## config.mk

```make
export PLATFORM = sky130hd
export DESIGN_NAME = serial_subtractor
export DESIGN_NICKNAME = d
export VERILOG_FILES = /design/src/rtl/serial_subtractor_pkg.sv /design/src/rtl/serial_subtractor_subtractor1bit.sv /design/src/rtl/serial_subtractor.sv
export SDC_FILE = /design/constraint.sdc
export NUM_CORES = 1
export LEC_CHECK = 0
export CAP_MARGIN = 15
export CORE_MARGIN = 8
export CORE_UTILIZATION = 53
export CTS_BUF_LIST = sky130_fd_sc_hd__clkbuf_8
export DETAILED_ROUTE_END_ITERATION = 10
export PLACE_DENSITY = 0.85
export SYNTH_ARGS = -nofsm -noshare
export SYNTH_HDL_FRONTEND = slang
export SYNTH_HIERARCHICAL = 1
export SYNTH_SLANG_ARGS = --single-unit
export TNS_END_PERCENT = 10
```

## constraint.sdc

```tcl
create_clock -name clk -period 1.75 [get_ports clk]
set_clock_uncertainty 0.15 [all_clocks]
set_input_delay 0.2625 -clock clk [delete_from_list [all_inputs] [get_ports clk]]
set_output_delay 0.2625 -clock clk [all_outputs]
set_load 0.005 [all_outputs]
```

## src/rtl/serial_subtractor_pkg.sv

```systemverilog
// Shared definitions for the bit-serial subtractor: FSM state encoding and
// the signed-overflow flag helper.
package serial_subtractor_pkg;

    typedef enum logic [1:0] {
        ST_IDLE = 2'd0,
        ST_RUN  = 2'd1,
        ST_DONE = 2'd2
    } state_t;

    // Overflow occurs only when the operand signs differ and the result sign
    // disagrees with the minuend sign.
    function automatic logic ovf_flag(input logic a_msb, input logic b_msb, input logic d_msb);
        return (a_msb ^ b_msb) & (d_msb ^ a_msb);
    endfunction

endpackage

```

## src/rtl/serial_subtractor_subtractor1bit.sv

```systemverilog
// Combinational one-bit full-subtractor cell: diff = in1 - in2 - bin.
module subtractor1bit (
    output logic diff,
    output logic bout,
    input  logic in1,
    input  logic in2,
    input  logic bin
);

    assign diff = in1 ^ in2 ^ bin;
    assign bout = (~in1 & in2) | (~in1 & bin) | (in2 & bin);

endmodule

```

## src/rtl/serial_subtractor.sv

```systemverilog
// Bit-serial WIDTH-bit subtractor: one full-subtractor cell processes the
// operands LSB first, one bit per clock, behind valid/ready handshakes.
module serial_subtractor
    import serial_subtractor_pkg::*;
#(
    parameter int WIDTH = 8
) (
    input  logic             clk,
    input  logic             rst,
    input  logic             in_valid,
    output logic             in_ready,
    input  logic [WIDTH-1:0] in_a,
    input  logic [WIDTH-1:0] in_b,
    input  logic             in_bin,
    output logic             out_valid,
    input  logic             out_ready,
    output logic [WIDTH-1:0] out_diff,
    output logic             out_bout,
    output logic             out_zero,
    output logic             out_ovf
);

    localparam int CW = $clog2(WIDTH + 1);

    state_t           r_state;
    state_t           w_next;
    logic [WIDTH-1:0] r_a_sr;
    logic [WIDTH-1:0] r_b_sr;
    logic [WIDTH-1:0] r_res;
    logic             r_borrow;
    logic             r_a_msb;
    logic             r_b_msb;
    logic [CW-1:0]    r_cnt;
    logic [WIDTH-1:0] r_diff;
    logic             r_bout;
    logic             r_zero;
    logic             r_ovf;

    logic             w_diff_bit;
    logic             w_bout;
    logic             w_last;
    logic [WIDTH-1:0] w_res_next;

    subtractor1bit u_cell (
        .diff (w_diff_bit),
        .bout (w_bout),
        .in1  (r_a_sr[0]),
        .in2  (r_b_sr[0]),
        .bin  (r_borrow)
    );

    assign w_last    = (r_state == ST_RUN) && (r_cnt == CW'(WIDTH - 1));
    assign out_valid = (r_state == ST_DONE);
    assign out_diff  = r_diff;
    assign out_bout  = r_bout;
    assign out_zero  = r_zero;
    assign out_ovf   = r_ovf;

    // Result register after this cycle's bit enters from the MSB end.
    always_comb begin
        w_res_next            = r_res >> 1;
        w_res_next[WIDTH-1]   = w_diff_bit;
    end

    // Next-state logic and input-side ready.
    always_comb begin
        w_next   = r_state;
        in_ready = 1'b0;
        case (r_state)
            ST_IDLE: begin
                in_ready = ~rst;
                if (in_valid && !rst) begin
                    w_next = ST_RUN;
                end else begin
                    w_next = ST_IDLE;
                end
            end
            ST_RUN: begin
                if (w_last) begin
                    w_next = ST_DONE;
                end else begin
                    w_next = ST_RUN;
                end
            end
            ST_DONE: begin
                if (out_ready) begin
                    w_next = ST_IDLE;
                end else begin
                    w_next = ST_DONE;
                end
            end
            default: begin
                w_next = ST_IDLE;
            end
        endcase
    end

    // State register.
    always_ff @(posedge clk) begin
        if (rst) begin
            r_state <= ST_IDLE;
        end else begin
            r_state <= w_next;
        end
    end

    // Datapath: operand load, serial shift, and result/flag capture on DONE entry.
    always_ff @(posedge clk) begin
        if (rst) begin
            r_a_sr   <= '0;
            r_b_sr   <= '0;
            r_res    <= '0;
            r_borrow <= 1'b0;
            r_a_msb  <= 1'b0;
            r_b_msb  <= 1'b0;
            r_cnt    <= '0;
            r_diff   <= '0;
            r_bout   <= 1'b0;
            r_zero   <= 1'b0;
            r_ovf    <= 1'b0;
        end else begin
            case (r_state)
                ST_IDLE: begin
                    if (in_valid) begin
                        r_a_sr   <= in_a;
                        r_b_sr   <= in_b;
                        r_res    <= '0;
                        r_borrow <= in_bin;
                        r_a_msb  <= in_a[WIDTH-1];
                        r_b_msb  <= in_b[WIDTH-1];
                        r_cnt    <= '0;
                    end
                end
                ST_RUN: begin
                    r_res    <= w_res_next;
                    r_borrow <= w_bout;
                    r_a_sr   <= r_a_sr >> 1;
                    r_b_sr   <= r_b_sr >> 1;
                    r_cnt    <= r_cnt + CW'(1);
                    if (w_last) begin
                        r_diff <= w_res_next;
                        r_bout <= w_bout;
                        r_zero <= (w_res_next == '0);
                        r_ovf  <= ovf_flag(r_a_msb, r_b_msb, w_diff_bit);
                    end
                end
                default: begin
                end
            endcase
        end
    end

endmodule

```

==> flow_metrics.py <==
metrics = {
    "outcome": {
        "outcome": "complete, no violations",
    },
    "critical_path": {
        "r2r_cells": 6,
        "rr_endpoint": "out_zero$_SDFFE_PP0P_",
        "crit_arrival_ps": 1740,
        "rr_startpoint": "r_a_sr[0]$_SDFFE_PP0P_",
        "path_max_fanout": 5,
        "crit_path_start_kind": "flip-flop",
        "path_class": "flip-flop to flip-flop",
        "startpoint": "r_a_sr[0]$_SDFFE_PP0P_",
        "r2r_setup_slack_ps": 80,
        "required_ps": 1820,
        "worstSetupEndpointType": "flip-flop",
    },
    "synth": {
        "syn_area_mm2": 0.00185,
        "avgSynthCellArea_um2": 9.07,
        "yosys.cell_types.count": 38,
        "synth_nets": 227,
        "synthFlopType": "dfxtp_1",
        "synth-edff-count": 0,
        "async_reset_ff_frac": 0,
        "ys_seq_area_frac": 0.465,
        "synthCells": 204,
        "ys_seq_elements": 43,
        "yosys_warnings": 6,
    },
    "final_layout": {
        "most-common-layout-cells": "41 x dfxtp_1, 30 x clkdlybuf4s50_1, 25 x nor2_1",
        "drive_above_1_share": 0.124,
        "n_antenna_cell": 0,
        "post-route-util": 0.713,
        "area_growth_pct": 28.6,
        "final_common_cell": "dfxtp_1",
        "nets": 264,
        "instances_no_fill": 288,
    },
    "clock_network": {
        "cts_buffer_depth": 2,
        "cts_buffers": 5,
        "post-cts-setup-buffers": 0,
        "clk_pin_slew_worst_paths_ps": 80,
        "clock_latency_ps": 290,
        "postCtsHoldBufs": 0,
        "h-tree-depth": 2,
        "cts_tree": "built",
        "clock-root-buffer": "clkbuf_8",
        "clock-sinks": 43,
    },
    "route": {
        "drt_iter0_markers": 193,
        "drt-wirelength-per-cell_um": 15.4,
        "drt_pre_antenna_iters": 4,
        "via_count": 1612,
        "ant_nets": 0,
        "vias_per_cell": 5.60,
        "drc": 0,
        "drt_wl_total_um": 4430,
    },
    "placed_design": {
        "dpl.cell_count": 280,
        "place_congestion": 0.848,
        "dp_hpwl_um": 3020,
        "port-buffer-count": 33,
    },
    "floorplanning": {
        "die_w_um": 75.1,
        "num_rows": 21,
        "coreArea_mm2": 0.00334,
        "start_util": 0.555,
        "ios": 34,
        "die_area_mm2": 0.00564,
        "die_h_um": 75.1,
    },
    "pwr": {
        "leakagePower_nw": 0.894,
        "ir_worst_vdd_mv": 0.576,
        "power.total_mw": 2.12,
        "power-per-cell-area_mw_per_mm2": 890,
    },
    "global_routing": {
        "antenna_found_initial": 0,
        "grt_max_degree": 54,
        "grt-ovfl-total": 0,
        "track_usage": 0.167,
        "first_global_vias": 1497,
        "grt_pass1_wl_um": 7200,
    },
    "timing": {
        "finalCriticalPeriod_ps": 1670,
        "rsz0062_at_grt": "true",
        "final-hold-violation-count": 0,
        "period_share": 0.955,
        "drv_slew": 0,
        "holdWs_ps": 310,
        "tightest_slew_ps": 452,
        "setup_viol": 0,
        "clock.fmax_mhz": 598,
        "relSlewSlack": 0.699,
    },
    "hold_path": {
        "hold_start": "r_b_sr[7]$_SDFFE_PP0P_",
        "worst_hold_path.endpoint": "r_b_sr[7]$_SDFFE_PP0P_",
        "hold_depth": 2,
        "hp-class": "flip-flop to flip-flop",
    },
    "run": {
        "max-cap-violations": 0,
    },
}
worst max-delay path, cell delays in order, from the launching register on:
cell and delay, ps:
dfxtp_1 340, inv_1 70, fa_1 550, inv_2 70, nor4_2 150, nand4_1 140, o22ai_1 140
per-stage QoR:
step / worst slack [ps] / instance area, µm² / TNS (ps)
after floorplan: 185 / 1850 / 0
after global placement: -171 / 2240 / -918
after detailed placement: -169 / 2240 / -1090
after CTS: 38.1 / 2370 / 0
after global routing: -4.64 / 2380 / -4.64
final: 78.5 / 2380 / 0
synth_stat cells, types with 2 or more instances:
library cell	instances	area [µm²]
a2111oi_0	3	26.3
a211oi_1	6	45.0
a21oi_1	14	70.1
a22oi_1	9	67.6
and3b_1	2	17.5
buf_2	7	35.0
buf_6	3	33.8
clkbuf_1	6	22.5
dfxtp_1	43	861
inv_1	12	45.0
nand2_1	6	22.5
nand2b_1	10	62.6
nand4b_1	9	78.8
nor2_1	25	93.8
nor2b_1	3	18.8
nor3_1	6	30.0
o21ai_0	9	45.0
o221a_1	6	67.6
o22ai_1	4	25.0
o2bb2ai_1	3	26.3
cells by family after synthesis:
logic type,after synthesis,synth area share
AOI/OAI and AO/OA,59,0.226
adders and majority gates,2,0.0176
buffers and inverters,29,0.0778
DFF,43,0.465
muxes,1,0.00541
and+or+nand+nor,70,0.208
power by group:
part | internal (mW) | switching (mW) | total [mW]
sequential | 1.02 | 0.0315 | 1.06
clock | 0.462 | 0.330 | 0.792
combinational | 0.138 | 0.134 | 0.271
layout make-up:
| type | instances | area (µm²) |
|---|---|---|
| Fill cell | 259 | 957 |
| Sequential cell | 43 | 866 |
| Multi-Input combinational cell | 132 | 862 |
| Timing Repair Buffer | 47 | 432 |
| Clock buffer | 6 | 82.6 |
| Tap cell | 46 | 57.6 |
| Inverter | 12 | 45.0 |
| Clock inverter | 2 | 35.0 |
per-layer routing:
layer	global-route usage	up-vias	part of all wire
li1	-	806	-
met1	0.226	747	0.45
met2	0.235	48	0.46
met3	0.0399	11	0.057
met4	0.0891	0	0.026
met5	0	-	0
flip-flops by register name (all words and copies together) (netlist names):
name and cells:
out_ovf 1, r_a_sr 8, r_state 2, r_borrow 1, r_cnt 4, r_a_msb 1
out_zero 1, r_b_msb 1, r_res 7, r_b_sr 8, out_bout 1, out_diff 8
what timing repair did:
action,in CTS,in global routing
resized for setup,8,3
pin swaps,0,1
endpoints found under the setup margin,3,3
worst max path at each step:
stage | end | cells after the start
after floorplan | out_ovf$_SDFFE_PP0P_ | 6
after global placement | in_ready | 3
after detailed placement | in_ready | 3
after CTS | out_ovf$_SDFFE_PP0P_ | 6
after global routing | out_zero$_SDFFE_PP0P_ | 6
final | out_zero$_SDFFE_PP0P_ | 6
No activity file was read; power rests on OpenSTA's default activity.
